<file path="src/rtl/global_pkg.sv">
// Shared ucontroller definitions: ALU command encoding and ASCII conversion constants.
package global_pkg;

  // Encodings 21..31 are undefined and decode as op_nop inside the ALU.
  typedef enum logic [4:0] {
    op_nop        = 5'd0,
    op_lda        = 5'd1,
    op_ldb        = 5'd2,
    op_ldacc      = 5'd3,
    op_ldid       = 5'd4,
    op_mvacc2id   = 5'd5,
    op_mvacc2a    = 5'd6,
    op_mvacc2b    = 5'd7,
    op_add        = 5'd8,
    op_sub        = 5'd9,
    op_shiftl     = 5'd10,
    op_shiftr     = 5'd11,
    op_and        = 5'd12,
    op_or         = 5'd13,
    op_xor        = 5'd14,
    op_cmpe       = 5'd15,
    op_cmpl       = 5'd16,
    op_cmpg       = 5'd17,
    op_ascii2bin  = 5'd18,
    op_bin2ascii  = 5'd19,
    op_oeacc      = 5'd20
  } alu_op;

  localparam logic [7:0] ASCII_0       = 8'h30;
  localparam logic [7:0] ASCII_9       = 8'h39;
  localparam logic [7:0] ASCII_UA      = 8'h41;
  localparam logic [7:0] ASCII_UF      = 8'h46;
  localparam logic [7:0] ASCII_LA      = 8'h61;
  localparam logic [7:0] ASCII_LF      = 8'h66;
  localparam logic [7:0] ASCII_INVALID = 8'hFF;

endpackage

</file>
<file path="src/rtl/alu_ascii_conv.sv">
// Combinational ASCII hex-digit <-> 4-bit value converter, both directions from one source byte.
module alu_ascii_conv
  import global_pkg::*;
(
  input  logic [7:0] a_i,
  output logic [7:0] a2b_o,
  output logic       a2b_valid_o,
  output logic [7:0] b2a_o
);

  logic [3:0] nib;

  always_comb begin
    a2b_o       = ASCII_INVALID;
    a2b_valid_o = 1'b0;
    if (a_i >= ASCII_0 && a_i <= ASCII_9) begin
      a2b_o       = a_i - ASCII_0;
      a2b_valid_o = 1'b1;
    end else if (a_i >= ASCII_UA && a_i <= ASCII_UF) begin
      a2b_o       = a_i - ASCII_UA + 8'd10;
      a2b_valid_o = 1'b1;
    end else if (a_i >= ASCII_LA && a_i <= ASCII_LF) begin
      a2b_o       = a_i - ASCII_LA + 8'd10;
      a2b_valid_o = 1'b1;
    end
  end

  // Upper nibble of the source is ignored; letters are always emitted uppercase.
  assign nib   = a_i[3:0];
  assign b2a_o = (nib < 4'd10) ? (ASCII_0 + {4'b0000, nib})
                               : (ASCII_UA + {4'b0000, nib} - 8'd10);

endmodule

</file>
<file path="src/rtl/alu_core.sv">
// ucontroller datapath: A/B/ACC/INDEX registers, Z/N/C/E flags, one command committed per clock.
module alu_core
  import global_pkg::*;
#(
  parameter int DATA_WIDTH = 8
) (
  input  logic       clk,
  input  logic       rst_n,
  input  logic [4:0] alu_op_i,
  input  logic [7:0] data_i,
  output logic [7:0] data_o,
  output logic       data_oe_o,
  output logic [7:0] index_o,
  output logic [7:0] acc_o,
  output logic       flag_z_o,
  output logic       flag_n_o,
  output logic       flag_c_o,
  output logic       flag_e_o
);

  generate
    if (DATA_WIDTH != 8) begin : g_bad_width
      $error("alu_core supports DATA_WIDTH=8 only");
    end
  endgenerate

  alu_op      op;
  logic [7:0] a_q, a_d, b_q, b_d, acc_q, acc_d, index_q, index_d;
  logic       z_q, z_d, n_q, n_d, c_q, c_d, e_q, e_d;
  logic [7:0] res;
  logic       upd_zn;
  logic [7:0] a2b, b2a;
  logic       a2b_valid;

  alu_ascii_conv u_ascii (
    .a_i         (a_q),
    .a2b_o       (a2b),
    .a2b_valid_o (a2b_valid),
    .b2a_o       (b2a)
  );

  assign op = alu_op'(alu_op_i);

  always_comb begin
    a_d     = a_q;
    b_d     = b_q;
    acc_d   = acc_q;
    index_d = index_q;
    z_d     = z_q;
    n_d     = n_q;
    c_d     = c_q;
    e_d     = e_q;
    res     = acc_q;
    upd_zn  = 1'b0;
    case (op)
      op_lda:       a_d     = data_i;
      op_ldb:       b_d     = data_i;
      op_ldacc:     acc_d   = data_i;
      op_ldid:      index_d = data_i;
      op_mvacc2id:  index_d = acc_q;
      op_mvacc2a:   a_d     = acc_q;
      op_mvacc2b:   b_d     = acc_q;
      op_add:       begin {c_d, res} = {1'b0, a_q} + {1'b0, b_q}; upd_zn = 1'b1; end
      // Bit 8 of the 9-bit difference is the unsigned borrow.
      op_sub:       begin {c_d, res} = {1'b0, a_q} - {1'b0, b_q}; upd_zn = 1'b1; end
      op_shiftl:    begin c_d = acc_q[7]; res = {acc_q[6:0], 1'b0}; upd_zn = 1'b1; end
      op_shiftr:    begin c_d = acc_q[0]; res = {1'b0, acc_q[7:1]}; upd_zn = 1'b1; end
      op_and:       begin c_d = 1'b0; res = a_q & b_q; upd_zn = 1'b1; end
      op_or:        begin c_d = 1'b0; res = a_q | b_q; upd_zn = 1'b1; end
      op_xor:       begin c_d = 1'b0; res = a_q ^ b_q; upd_zn = 1'b1; end
      op_cmpe:      e_d = (a_q == b_q);
      op_cmpl:      e_d = (a_q < b_q);
      op_cmpg:      e_d = (a_q > b_q);
      op_ascii2bin: begin res = a2b; e_d = a2b_valid; upd_zn = 1'b1; end
      op_bin2ascii: begin res = b2a; e_d = 1'b1; upd_zn = 1'b1; end
      default:      ;
    endcase
    if (upd_zn) begin
      acc_d = res;
      z_d   = (res == 8'h00);
      n_d   = res[7];
    end
  end

  always_ff @(posedge clk or negedge rst_n) begin
    if (!rst_n) begin
      a_q     <= 8'h00;
      b_q     <= 8'h00;
      acc_q   <= 8'h00;
      index_q <= 8'h00;
      z_q     <= 1'b0;
      n_q     <= 1'b0;
      c_q     <= 1'b0;
      e_q     <= 1'b0;
    end else begin
      a_q     <= a_d;
      b_q     <= b_d;
      acc_q   <= acc_d;
      index_q <= index_d;
      z_q     <= z_d;
      n_q     <= n_d;
      c_q     <= c_d;
      e_q     <= e_d;
    end
  end

  // Bus drive is combinational so the decoder can read ACC in the same cycle it asks.
  assign data_oe_o = rst_n && (op == op_oeacc);
  assign data_o    = data_oe_o ? acc_q : 8'h00;
  assign index_o   = index_q;
  assign acc_o     = acc_q;
  assign flag_z_o  = z_q;
  assign flag_n_o  = n_q;
  assign flag_c_o  = c_q;
  assign flag_e_o  = e_q;

endmodule

</file>
<file path="config.mk">
export PLATFORM = sky130hd
export DESIGN_NAME = alu_core
export DESIGN_NICKNAME = d
export VERILOG_FILES = /design/src/rtl/global_pkg.sv /design/src/rtl/alu_ascii_conv.sv /design/src/rtl/alu_core.sv
export SDC_FILE = /design/constraint.sdc
export NUM_CORES = 1
export LEC_CHECK = 0
export CAP_MARGIN = 20
export CORE_ASPECT_RATIO = 2
export CORE_MARGIN = 3
export CORE_UTILIZATION = 45
export DETAILED_ROUTE_END_ITERATION = 10
export PLACE_DENSITY = 0.68
export SYNTH_ARGS = -nofsm -noshare
export SYNTH_HDL_FRONTEND = slang
export SYNTH_SLANG_ARGS = --single-unit
</file>
<file path="constraint.sdc">
create_clock -name clk -period 3.5 [get_ports clk]
set_input_delay 1.05 -clock clk [delete_from_list [all_inputs] [get_ports clk]]
set_output_delay 1.05 -clock clk [all_outputs]
set_load 0.02 [all_outputs]
</file>
==> out/qor.txt <==
status - finished, final reports clean
sequential share of the synthesized area - 24.7%
Final setup viols - 0
I/O Buffers - 43
synthesized instance count - 445
Placement Setup Slack - -323 ps
min Tclk post-route - 3410 ps
initial DRC count - 299
Synth Cell Area - 3640 um2
worst-skew pair later-pin latency - 280 ps
P_leak - 2.02 nW
Clk pin slew, worst setup/hold paths - 50 ps
Slew Limit Headroom - 31.9%
Final #Nets - 559
Syn Area/Cell - 8.19 um2
crit path max fanout - 33
pwr dens - 592 nW/um2
register area - 901 um2
cells along the critical path - clkdlybuf4s50_1 -> buf_4 -> or3b_1 -> nor2_1 -> buf_4 -> a221oi_1 -> o22ai_1 -> a211oi_1 -> nand4_1 -> o41ai_2
CTS root buf - clkbuf_16
YS warnings - 0
Die H - 133 um
synthesized flop and latch total - 36
cell area after layout - 4520 um2
Die Area - 9280 um2
syn nets - 493
Initial Util - 47.3%
CTS max path bufs - 2
Worst Skew - 4.02 ps
Final Hold Fails - 0
GRT overflow - 0
hold_buf cts - 0
number of synthesized flops with an enable pin - 0
Hold Path Class - reg2reg
Final HPWL DP - 10.1 mm
final number of max-transition violations - 0
num rows - 45
CP required - 3680 ps
DR DRC count - 0
first-pass GRT wire length - 20.4 mm
endpoint class of the critical path - flop
Worst-Margin Slew - 1010 ps
Vias - 3856
Slowest-stage cell, CP - clkdlybuf4s50_1
layout cell share with drive strength beyond 1 - 14.5%
H-tree depth - 2
wire per inst - 21.2 um
vias in the first global route - 3990
Horiz. Die Dim - 69.6 um
Routed Antenna Nets - 0
total track usage - 27.8%
Startpoint Class - input port
Layout fillers - 673
io pins - 44
area taken by multi-input logic gates - 2540 um2
setup ws final - 87.8 ps
Fmax - 0.293 GHz
Critical Path AT - 3590 ps
vias per inst - 6.37
Pwr Total - 2.68 mW
Placed Area - 4400 um2
initial antenna violation count - 0
CTS Buf Count - 5
Max stage delay on crit path - 410 ps
WL final - 12.8 mm
Max IR drop VDD - 0.539 mV
Max-cap violations - 0
clock sinks - 36
GP Congestion - 1.04
Async SR Flop Fraction - 100%
CTS tree - done
unrepaired setup endpoints after global routing - no
crit share post-route - 97.5%
core area - 7710 um2
most used cell, CP - buf_4
pin count of the biggest net entering global routing - 37
Yosys cell types - 73
synthesis-to-layout area growth - 24.1%
ANT cells - 0
Main synth FF type - dfrtp_1
Pre-Repair DR Iteration Count - 5
critical path class - in2reg
==> cells in the mapped netlist, types with 3 or more instances <==
library cell,count,share of area (%)
nor2_1,43,4.4
dfrtp_1,36,25
a21oi_1,35,4.8
ha_1,31,11
nand2_1,28,2.9
mux2i_1,24,6.6
inv_1,23,2.4
clkbuf_1,16,1.6
o21ai_0,16,2.2
nor3_1,14,1.9
a22oi_1,12,2.5
nand3_1,10,1.4
and2_1,9,1.5
nand2b_1,8,1.4
nor2b_1,8,1.4
o21ai_1,7,0.96
a21o_1,6,1.2
nand4_1,6,1.0
a31oi_1,5,0.86
o211ai_1,5,1.0
o21a_1,5,1.0
o22ai_1,5,0.86
a211oi_1,4,0.82
a221oi_1,4,0.96
a222oi_1,4,1.1
buf_2,4,0.55
nor4_1,4,0.69
or4_1,4,0.82
a221o_1,3,0.82
a2bb2oi_1,3,0.72
buf_1,3,0.31
buf_6,3,0.93
o21bai_1,3,0.62
or3_1,3,0.51
or3b_1,3,0.72
xnor2_1,3,0.72
==> layout make-up <==
type,instances,area share (%)
clock buffers,7,3.38
inverters,24,1.99
multi-input cells,358,56.1
flip-flops and latches,36,19.9
well taps,94,2.60
repair buffers,86,16.0
==> kinds of logic after synthesis <==
kind of cell             Yosys count  synth area share [%]
AND/OR/NAND/NOR                  156                  22.6
AO/OA/AOI/OAI                    141                  27.3
buffers and inverters             51                  6.04
flip-flops                        36                  24.7
adder cells (fa/ha/maj)           33                  11.7
multiplexers                      25                  6.90
XOR/XNOR                           3                 0.721
==> through the flow <==
step / hold WS, ps / TNS [ps] / utilization, % / instances
after floorplan: 570 / 0 / - / 445
after global placement: 469 / -2780 / 57.1 / 598
after detailed placement: 473 / -2870 / 57.1 / 598
after CTS: 490 / 0 / 59.2 / 605
after global routing: 508 / 0 / 58.6 / 605
final: 487 / 0 / 58.6 / 605
==> path summary, 6_finish.rpt <==
kind / start / endpoint / slack (ps) / depth (start not counted)
setup / recovery: alu_op_i[0] / flag_z_o / 90 / 10
hold / removal: flag_n_o / flag_n_o / 490 / 1
setup reg to reg: b_q[1] / flag_z_o / 310 / 9
hold reg to reg: flag_n_o / flag_n_o / 490 / 1
max in group asynchronous: rst_n / a_q[1] / 2320 / 2
min in group asynchronous: rst_n / index_o[7] / 850 / 2
==> per-layer routing <==
| layer | up-vias | part of all wire (%) | global-route usage, % |
|---|---|---|---|
| met5 | - | 0 | 0 |
| met4 | 0 | 8.6 | 22.0 |
| met3 | 69 | 5.1 | 1.89 |
| met2 | 188 | 51 | 50.2 |
| met1 | 1808 | 35 | 29.1 |
| li1 | 1791 | - | - |
==> timing repair <==
action / 4_1_cts / 5_1_grt
setup buffers: 0 / 0
pin swaps: 0 / 1
setup endpoints to repair: 9 / 9
resized for setup: 25 / 10
==> state kept, by name, summed over array words and instances (netlist names) <==
register and cells:
a_q 8, flag_c_o 1, flag_z_o 1, flag_e_o 1, b_q 8, index_o 8
flag_n_o 1, acc_o 8
==> layout by cell type (no fill, tap or decap), types with 3 or more instances in the layout <==
master,count
a211oi_1,4
a21o_1,6
a21oi_1,35
a221o_1,3
a221oi_1,4
a222oi_1,4
a22oi_1,12
a2bb2oi_1,3
a31oi_1,5
and2_1,9
buf_2,9
buf_4,41
clkbuf_16,5
clkdlybuf4s50_1,33
dfrtp_1,36
ha_1,31
inv_1,23
mux2i_1,24
nand2_1,28
nand2b_1,8
nand3_1,10
nand4_1,6
nor2_1,43
nor2b_1,7
nor3_1,13
nor4_1,4
o211ai_1,5
o21a_1,5
o21ai_0,16
o21ai_1,7
o21bai_1,3
o22ai_1,5
or3_1,3
or3b_1,3
or4_1,4
xnor2_1,3
==> power breakdown <==
group          internal, mW  switching (mW)  total [mW]
registers             0.530           0.168       0.697
logic                 0.645           0.880        1.53
clock network         0.298           0.158       0.456
total                  1.47            1.21        2.68
==> critical path: cells and delay by family <==
family	cells	cell delay, ps
AOI/OAI and AO/OA	4	1090
buffers and inverters	3	830
and+or+nand+nor	3	610
No activity file was read; power rests on OpenSTA's default activity.
